**src/rtl/juke_pkg.sv**
```systemverilog
// Shared types and constants for the jukebox tone sequencer.
// Note half-periods assume a 100 MHz clock; durations are in sequencer units.
package juke_pkg;

    typedef enum logic [2:0] {
        IDLE, FETCH, PLAY, GAP, ADVANCE, END, PAUSED, DONE
    } state_t;

    localparam int unsigned REST_PERIOD = 0;
    localparam int unsigned END_DUR     = 0;

    // Half-period = 100e6 / (2 * f)
    localparam int unsigned A3 = 227_273;
    localparam int unsigned A4 = 113_636;
    localparam int unsigned A5 = 56_818;
    localparam int unsigned A6 = 28_409;

    localparam int unsigned SIXTEENTH = 1;
    localparam int unsigned EIGHTH    = 2;
    localparam int unsigned QUARTER   = 4;
    localparam int unsigned HALF      = 8;
    localparam int unsigned FOUR      = 16;

endpackage

```
**src/rtl/square_osc.sv**
```systemverilog
// Square-wave oscillator: toggles every `period` enabled cycles.
// Disabling holds the count but drops the phase so output restarts low.
module square_osc
    import juke_pkg::*;
#(
    parameter int unsigned PERIOD_W = 20
) (
    input  logic                clock,
    input  logic                rst_n,
    input  logic                clr,
    input  logic                en,
    input  logic [PERIOD_W-1:0] period,
    output logic                audio
);

    logic [PERIOD_W-1:0] cnt_q;
    logic [PERIOD_W-1:0] cnt_inc;
    logic                phase_q;
    logic                is_rest;

    assign cnt_inc = cnt_q + 1'b1;
    assign is_rest = (period == PERIOD_W'(REST_PERIOD));

    always_ff @(posedge clock or negedge rst_n) begin
        if (!rst_n) begin
            cnt_q   <= '0;
            phase_q <= 1'b0;
        end else if (clr) begin
            cnt_q   <= '0;
            phase_q <= 1'b0;
        end else if (!en) begin
            phase_q <= 1'b0;
        end else if (!is_rest) begin
            if (cnt_inc == period) begin
                cnt_q   <= '0;
                phase_q <= ~phase_q;
            end else begin
                cnt_q <= cnt_inc;
            end
        end
    end

    assign audio = en && !is_rest && phase_q;

endmodule

```
**src/rtl/tone_sequencer.sv**
```systemverilog
// Note sequencer: walks (period, duration) words from an external song ROM and
// drives the square-wave audio pin, with gap, loop, pause/resume and stop.
module tone_sequencer
    import juke_pkg::*;
#(
    parameter int unsigned CLK_FREQ   = 100_000_000,
    parameter int unsigned UNIT_DIV   = 8,
    parameter int unsigned PERIOD_W   = 20,
    parameter int unsigned DUR_W      = 5,
    parameter int unsigned ADDR_W     = 6,
    parameter int unsigned SEL_W      = 2,
    parameter int unsigned GAP_CYCLES = 1_000_000
) (
    input  logic                clock,
    input  logic                rst_n,
    input  logic [SEL_W-1:0]    song_sel,
    input  logic                play,
    input  logic                pause,
    input  logic                stop,
    input  logic                loop_en,
    output logic [SEL_W-1:0]    rom_song,
    output logic [ADDR_W-1:0]   rom_addr,
    input  logic [PERIOD_W-1:0] rom_period,
    input  logic [DUR_W-1:0]    rom_dur,
    output logic                audio_out,
    output logic                aud_sd,
    output logic                busy,
    output logic [ADDR_W-1:0]   note_idx,
    output logic                song_done
);

    localparam int unsigned UNIT_CYCLES = CLK_FREQ / UNIT_DIV;
    localparam int unsigned PRE_W = (UNIT_CYCLES > 1) ? $clog2(UNIT_CYCLES) : 1;
    localparam int unsigned GAP_W = (GAP_CYCLES > 1) ? $clog2(GAP_CYCLES) : 1;
    localparam logic [PRE_W-1:0]  PRE_LAST  = PRE_W'(UNIT_CYCLES - 1);
    localparam logic [GAP_W-1:0]  GAP_LAST  = GAP_W'((GAP_CYCLES == 0) ? 0 : GAP_CYCLES - 1);
    localparam logic [ADDR_W-1:0] ADDR_LAST = '1;

    state_t              state_q, state_d, saved_q, saved_d;
    logic [SEL_W-1:0]    song_q, song_d;
    logic [ADDR_W-1:0]   addr_q, addr_d;
    logic [PERIOD_W-1:0] period_q, period_d;
    logic [DUR_W-1:0]    units_q, units_d;
    logic [PRE_W-1:0]    pre_q, pre_d;
    logic [GAP_W-1:0]    gap_q, gap_d;
    logic                done_q, done_d;
    logic                osc_clr;

    always_comb begin
        state_d  = state_q;
        saved_d  = saved_q;
        song_d   = song_q;
        addr_d   = addr_q;
        period_d = period_q;
        units_d  = units_q;
        pre_d    = pre_q;
        gap_d    = gap_q;
        done_d   = 1'b0;
        osc_clr  = 1'b0;

        case (state_q)
            IDLE, DONE: begin
                if (play && !stop) begin
                    song_d  = song_sel;
                    addr_d  = '0;
                    state_d = FETCH;
                end
            end
            FETCH: begin
                if (rom_dur == DUR_W'(END_DUR)) begin
                    state_d = END;
                end else begin
                    period_d = rom_period;
                    units_d  = rom_dur;
                    pre_d    = '0;
                    osc_clr  = 1'b1;
                    state_d  = PLAY;
                end
            end
            PLAY: begin
                if (pre_q == PRE_LAST) begin
                    pre_d   = '0;
                    units_d = units_q - 1'b1;
                    if (units_q == DUR_W'(1)) begin
                        gap_d = '0;
                        if (GAP_CYCLES == 0) state_d = ADVANCE;
                        else                 state_d = GAP;
                    end
                end else begin
                    pre_d = pre_q + 1'b1;
                end
            end
            GAP: begin
                if (gap_q == GAP_LAST) state_d = ADVANCE;
                else                   gap_d = gap_q + 1'b1;
            end
            ADVANCE: begin
                if (addr_q == ADDR_LAST) begin
                    state_d = END;
                end else begin
                    addr_d  = addr_q + 1'b1;
                    state_d = FETCH;
                end
            end
            END: begin
                if (loop_en) begin
                    addr_d  = '0;
                    state_d = FETCH;
                end else begin
                    done_d  = 1'b1;
                    state_d = DONE;
                end
            end
            PAUSED:  state_d = PAUSED;
            default: state_d = IDLE;
        endcase

        // The strobe cycle itself still counts; pause parks the state that would follow it.
        if (stop) begin
            state_d = IDLE;
            done_d  = 1'b0;
        end else if (pause && (state_q inside {FETCH, PLAY, GAP})) begin
            saved_d = state_d;
            state_d = PAUSED;
        end else if (play && state_q == PAUSED) begin
            state_d = saved_q;
        end
    end

    always_ff @(posedge clock or negedge rst_n) begin
        if (!rst_n) begin
            state_q  <= IDLE;
            saved_q  <= IDLE;
            song_q   <= '0;
            addr_q   <= '0;
            period_q <= '0;
            units_q  <= '0;
            pre_q    <= '0;
            gap_q    <= '0;
            done_q   <= 1'b0;
        end else begin
            state_q  <= state_d;
            saved_q  <= saved_d;
            song_q   <= song_d;
            addr_q   <= addr_d;
            period_q <= period_d;
            units_q  <= units_d;
            pre_q    <= pre_d;
            gap_q    <= gap_d;
            done_q   <= done_d;
        end
    end

    square_osc #(
        .PERIOD_W (PERIOD_W)
    ) u_osc (
        .clock  (clock),
        .rst_n  (rst_n),
        .clr    (osc_clr),
        .en     (state_q == PLAY),
        .period (period_q),
        .audio  (audio_out)
    );

    assign busy      = !(state_q == IDLE || state_q == DONE);
    assign aud_sd    = state_q inside {FETCH, PLAY, GAP, PAUSED};
    assign rom_song  = song_q;
    assign rom_addr  = addr_q;
    assign note_idx  = addr_q;
    assign song_done = done_q;

endmodule

```
**config.mk**
```make
export PLATFORM = sky130hd
export DESIGN_NAME = tone_sequencer
export DESIGN_NICKNAME = d
export VERILOG_FILES = /design/src/rtl/juke_pkg.sv /design/src/rtl/square_osc.sv /design/src/rtl/tone_sequencer.sv
export SDC_FILE = /design/constraint.sdc
export NUM_CORES = 1
export LEC_CHECK = 0
export BUFFER_PORTS_ARGS = -buffer_cell sky130_fd_sc_hd__buf_4
export CELL_PAD_IN_SITES_DETAIL_PLACEMENT = 1
export CELL_PAD_IN_SITES_GLOBAL_PLACEMENT = 1
export CORE_MARGIN = 2
export CORE_UTILIZATION = 46
export CTS_CLUSTER_DIAMETER = 50
export DETAILED_ROUTE_END_ITERATION = 10
export PLACE_DENSITY = 0.77
export SLEW_MARGIN = 20
export SYNTH_ARGS = -nofsm -noshare
export SYNTH_HDL_FRONTEND = slang
export SYNTH_HIERARCHICAL = 1
export SYNTH_SLANG_ARGS = --single-unit
```
**constraint.sdc**
```tcl
create_clock -name clock -period 3.3 [get_ports clock]
set_input_delay 0.495 -clock clock [delete_from_list [all_inputs] [get_ports clock]]
set_output_delay 0.495 -clock clock [all_outputs]
set_load 0.1 [all_outputs]
```
# Word-level counts from Yosys, hierarchy flattened
# Cells that the tools add are included.
# op_classes
bitwise,3
n_addsub,5
n_reduce_logical,28
muxes,38
n_eq_ne,22
# op_table
cell,n
$mux W20,7
$mux W24,2
$pmux W24 S2,1
$add A20 B1 Y20 const B,2
$pmux W20 S2,1
$mux W3,10
$add A24 B1 Y24 const B,1
$eq A24 B24 Y1 const B,1
$pmux W3 S7,1
$eq A20 B20 Y1,1
$eq A20 B20 Y1 const B,1
$logic_not A20 Y1,1
$mux W6,3
$pmux W6 S3,1
$ne A2 B2 Y1 const B,8
$eq A3 B3 Y1 const B,4
$reduce_and A2 Y1,6
$mux W5,2
$pmux W5 S2,1
$mux W1,9
$reduce_and A4 Y1,2
$add A6 B1 Y6 const B,1
$eq A3 B2 Y1 const B,2
$eq A6 B6 Y1 const B,1
other kinds (15),27
# word_totals
word_cells,107
out_inout_bits,18
input_bits,33
reg_bits,105

# Depth between registers and ports, before layout
# logic_depth
ltp_word,7
depth_mapped,11
depth_no_buf,9

# Modules after synthesis
# The synthesis kept the hierarchy.
# by_module_without_submodules
mod,area_each_um2,cells_each,instances,seq_area_each_um2
tone_sequencer,4369.2,456,1,2102.0
square_osc,1861.8,238,1,525.5

# Worst setup path before layout
# OpenSTA, ideal clock, no wires.
# synth_path
kind,register to register
start,register state_q[2]
end,register song_q[0] (netlist: rom_song[0])
path_buffers,1
t_arrival_ps,2861
path_stages_with_launch,6
period_less_slack_ps,2987
setup_ps,125
setup_slack_ps,313
required_time_ps,3175
cell_sequence,dfrtp_1 -> clkbuf_1 -> clkinv_1 -> a21oi_1 -> nor2_1 -> mux2_2
# synth_between
elab_chain_len,3
elab_cells_between_ends,4
cone_classes,1 x eq/ne; 3 x reduce/logical
# synth_rtl
element,line_no,text
"start, declared",tone_sequencer.sv:39,"state_t state_q, state_d, saved_q, saved_d;"
"start signal, assigned",tone_sequencer.sv:142,state_q <= state_d;
$eq A3 B3 Y1 or $logic_not A3 Y1 (tied branches),tone_sequencer.sv:61,case (state_q)
$reduce_or A2 Y1 *,tone_sequencer.sv:61,
$reduce_and A2 Y1 (no source line) *,--,
"end signal, assigned",tone_sequencer.sv:144,song_q <= song_d;
"end, declared",tone_sequencer.sv:40,"logic [SEL_W-1:0] song_q, song_d;"
# Mark *: on every way between the ends. The rest lies on a longest branch, timed or not.
# A chain may end at the register's enable or synchronous reset.

# Worst setup path in the final report
# layout_path
start,register state_q[0]
end,output port audio_out
# layout_between
elab_chain_len,3
# layout_rtl
element,line_no,text
$eq A3 B2 Y1,tone_sequencer.sv:160,".en (state_q == PLAY),"
$logic_and A1 B1 Y1 (2 in a row),square_osc.sv:43,assign audio = en && !is_rest && phase_q;
"end, declared",tone_sequencer.sv:25,"output logic audio_out,"
# No other way between the ends.

==> flow_metrics.env <==
export IMPL_routed_via_density=5.92
export IMPL_antenna_found_initial=0
export IMPL_clock_sinks=105
export IMPL_crit_slowest_cell="dfrtp_1"
export IMPL_grtUsageTotal_pct=24.7
export IMPL_fin_area_um2=7100
export IMPL_hpwl_mm=12.0
export IMPL_slew_violations=0
export IMPL_multiInputGateArea_um2=3380
export IMPL_endpoint_kind="primary output"
export IMPL_route_detailed_drc=0
export IMPL_seq_area_um2=2630
export IMPL_portBuffers=50
export IMPL_cts_root_buf="clkbuf_16"
export IMPL_clock_fmax_ghz=0.336
export IMPL_place_congestion=0.842
export IMPL_seqPwrFrac_pct=36.2
export IMPL_ctsHtreeMaxLevel=3
export IMPL_tightest_slew_ns=0.897
export IMPL_async_flop_share_pct=100
export IMPL_p_leak_uw=0.00292
export IMPL_peakVddDrop_uv=710
export IMPL_outcome="finished, final reports clean"
export IMPL_grt_max_degree=65
export IMPL_ys_seq_elements=105
export IMPL_clock_skew_ns=0.0106
export IMPL_internal_power_uw=3160
export IMPL_overflow=0
export IMPL_cts_buffers=9
export IMPL_first_global_vias=5776
export IMPL_drv_cap=0
export IMPL_sw_frac_of_total_pct=44.3
export IMPL_die_area_um2=14500
export IMPL_worstSkewPairLatency_ns=0.37
export IMPL_crit_arrival_ns=2.48
export IMPL_synth_cell_types=62
export IMPL_rsz0062_at_grt="false"
export IMPL_min_period_ns=2.98
export IMPL_area_growth_syn_to_layout_pct=14.0
export IMPL_core_area_um2=13200
export IMPL_syn_area_per_cell_um2=8.98
export IMPL_setup_violations_final=0
export IMPL_pre_cts_ws_ns=0.295
export IMPL_dr_pass1_iters=4
export IMPL_postRouteAntennaNets=0
export IMPL_yosysSeqAreaShare_pct=42.2
export IMPL_netlist_area_um2=6230
export IMPL_num_rows=42
export IMPL_p_per_area_nw_per_um2=799
export IMPL_power_total_uw=5680
export IMPL_cp_cell_sequence="nor2b_1 -> nand2_1 -> clkinv_1 -> nor2b_1 -> buf_4 -> and2_1 -> buf_4"
export IMPL_critPathKind="flop to primary output"
export IMPL_tritoncts="yes"
export IMPL_die_h_um=120
export IMPL_p_switching_uw=2520
export IMPL_vias=5428
export IMPL_yosysWarnings=6
export IMPL_syn_num_nets=734
export IMPL_antenna_cells=0
export IMPL_initial_core_util_pct=47.1
export IMPL_final_nets=776
export IMPL_postLayoutCoreUtil_pct=53.6
export IMPL_routed_wl_mm=17.0
export IMPL_synthCells=694
export IMPL_slowest_delay_ns=0.56
export IMPL_fillerInstances=1577
export IMPL_clockBufferDepth=2
export IMPL_period_share_pct=90.3
export IMPL_dpl_cell_area_um2=6790
export IMPL_p_comb_share_pct=43.9
export IMPL_worst_slack_ns=0.321
export IMPL_yosys_most_used_dff="dfrtp_1"
export IMPL_grt_pass1_wl_mm=28.7
export IMPL_drt_iter0_markers=223
export IMPL_worstPathRequired_ns=2.80
export IMPL_finalHoldViolations=0
export IMPL_io_pins=51
export IMPL_cp_start_kind="flop"
export IMPL_wl_per_cell_um=18.5
export IMPL_synth_edff_count=0
export IMPL_drive_gt1_share_pct=16.6
export IMPL_relSlewSlack_pct=39.8
export IMPL_fin_setup_tns_ns=0
export IMPL_die_w_um=120
export IMPL_hold_path_class="primary input to async pin"
export IMPL_clkPwrFrac_pct=19.9
export IMPL_clk_pin_slew_ns=0.07
export IMPL_crit_fanout=16
[final timing paths]
kind | start | end | slack, ns | cells after the start
setup / recovery | state_q[0]$_DFF_PN0_ | audio_out | 0.32 | 7
hold / removal | rst_n | gap_q[10]$_DFFE_PN0P_ | 0.24 | 1
setup reg to reg | u_osc/cnt_q[0]$_DFFE_PN0P_ | u_osc/cnt_q[11]$_DFFE_PN0P_ | 0.42 | 10
hold reg to reg | pre_q[23]$_DFFE_PN0P_ | pre_q[23]$_DFFE_PN0P_ | 0.50 | 1
max in group asynchronous | rst_n | note_idx[4]$_DFFE_PN0P_ | 2.34 | 2
min in group clock | loop_en | song_done$_DFF_PN0_ | 0.33 | 2
[cell families (layout without fill, tap and decap cells)]
family	count (synthesis)	after routing	share of synthesized area [%]
buffers and inverters	50	97	3.74
flip-flops	105	105	42.2
adder cells (fa/ha/maj)	7	7	1.41
multiplexers	28	28	4.96
XOR/XNOR	61	61	8.57
AND/OR/NAND/NOR	308	308	25.7
AO/OA/AOI/OAI	135	135	13.5
[area by class of cell]
cell class / instances / area share [%]
inverters: 14 / 0.740
clock inverters: 6 / 1.04
repair buffers: 67 / 7.26
clock buffers: 10 / 3.22
well taps: 176 / 3.10
multi-input cells: 539 / 47.6
flip-flops and latches: 105 / 37.0
[sequential cells by signal, summed over array words and instances, names as in the netlist]
register	count
period_q	20
units_q	5
rom_song	2
saved_q	3
song_done	1
note_idx	6
u_osc/phase_q	1
u_osc/cnt_q	20
pre_q	24
gap_q	20
state_q	3
[power groups by stage]
stage / registers [µW] / logic (µW) / clock network, µW
floorplan: 1990 / 1860 / 0
global placement: 2050 / 2390 / 0
detailed placement: 2060 / 2490 / 0
CTS: 2050 / 2510 / 1160
global route: 2120 / 2740 / 1200
finish: 2050 / 2490 / 1130
[critical path: cells and delay by family (launching register included)]
kind / cells / cell delay [ns]
DFF: 1 / 0.56
buffers and inverters: 3 / 0.63
and+or+nand+nor: 4 / 0.92
[cell usage in the layout (no fill, tap or decap), drive strengths merged, types with 5 or more instances in the layout]
| cell | count |
|---|---|
| nand2b | 6 |
| dfrtp | 105 |
| xor2 | 25 |
| o21ai | 51 |
| and3 | 8 |
| nor3 | 32 |
| ha | 7 |
| nor2b | 6 |
| nor2 | 72 |
| mux2i | 5 |
| or3 | 12 |
| mux2 | 23 |
| a21oi | 26 |
| nor4 | 14 |
| a22oi | 16 |
| nand2 | 66 |
| or2 | 5 |
| buf | 67 |
| nand4 | 25 |
| xnor2 | 36 |
| a21o | 7 |
| nor3b | 8 |
| nand3 | 40 |
| clkbuf | 10 |
| inv | 15 |
| a31oi | 9 |
[routing by layer]
metal / global-route usage [%] / routed length (µm) / vias to the layer above
met1: 31.6 / 7680 / 2750
met3: 4.20 / 503 / 17
met5: 0 / 0 / -
li1: - / - / 2574
met4: 6.98 / 226 / 0
met2: 42.9 / 8540 / 87
[per-stage QoR]
step	hold WS [ns]	std cells
2_1_floorplan	0.199	694
3_3_place_gp	0.475	900
3_5_place_dp	0.482	900
4_1_cts	0.275	916
5_1_grt	0.309	917
6_report	0.238	917
[Yosys cell counts (2+ instances only)]
library cell,n,area share (%)
dfrtp_1,105,42
nor2_1,71,4.3
nand2_1,66,4.0
o21ai_0,48,3.9
nand3_1,40,3.2
xnor2_1,36,5.1
nor3_1,31,2.5
a21oi_1,26,2.1
xor2_1,25,3.5
mux2_2,23,4.2
nand4_1,23,2.3
a22oi_1,16,1.9
clkbuf_1,16,0.96
nor4_1,13,1.3
buf_2,12,0.96
inv_1,12,0.72
or3_1,12,1.2
a31oi_1,9,0.90
and3_1,8,0.80
buf_4,8,0.96
ha_1,7,1.4
nor3b_1,7,0.84
a21o_1,6,0.72
nand2b_1,6,0.60
nor2b_1,6,0.60
mux2i_1,5,0.80
or2_2,5,0.50
a22o_1,3,0.42
and2_1,3,0.30
o211ai_1,3,0.36
o31ai_1,3,0.36
a311oi_1,2,0.28
a32oi_1,2,0.28
and4_1,2,0.28
clkinv_1,2,0.12
nor4b_1,2,0.28
nor4bb_1,2,0.32
o21a_1,2,0.24
o21ai_1,2,0.16
o22ai_1,2,0.20
[what timing repair did]
item                       4_1_cts  5_1_grt
resized for setup                0        1
buffers inserted                 0        1
hold buffers                     0        0
setup endpoints to repair        0       11
(Power assumes the default switching activity.)
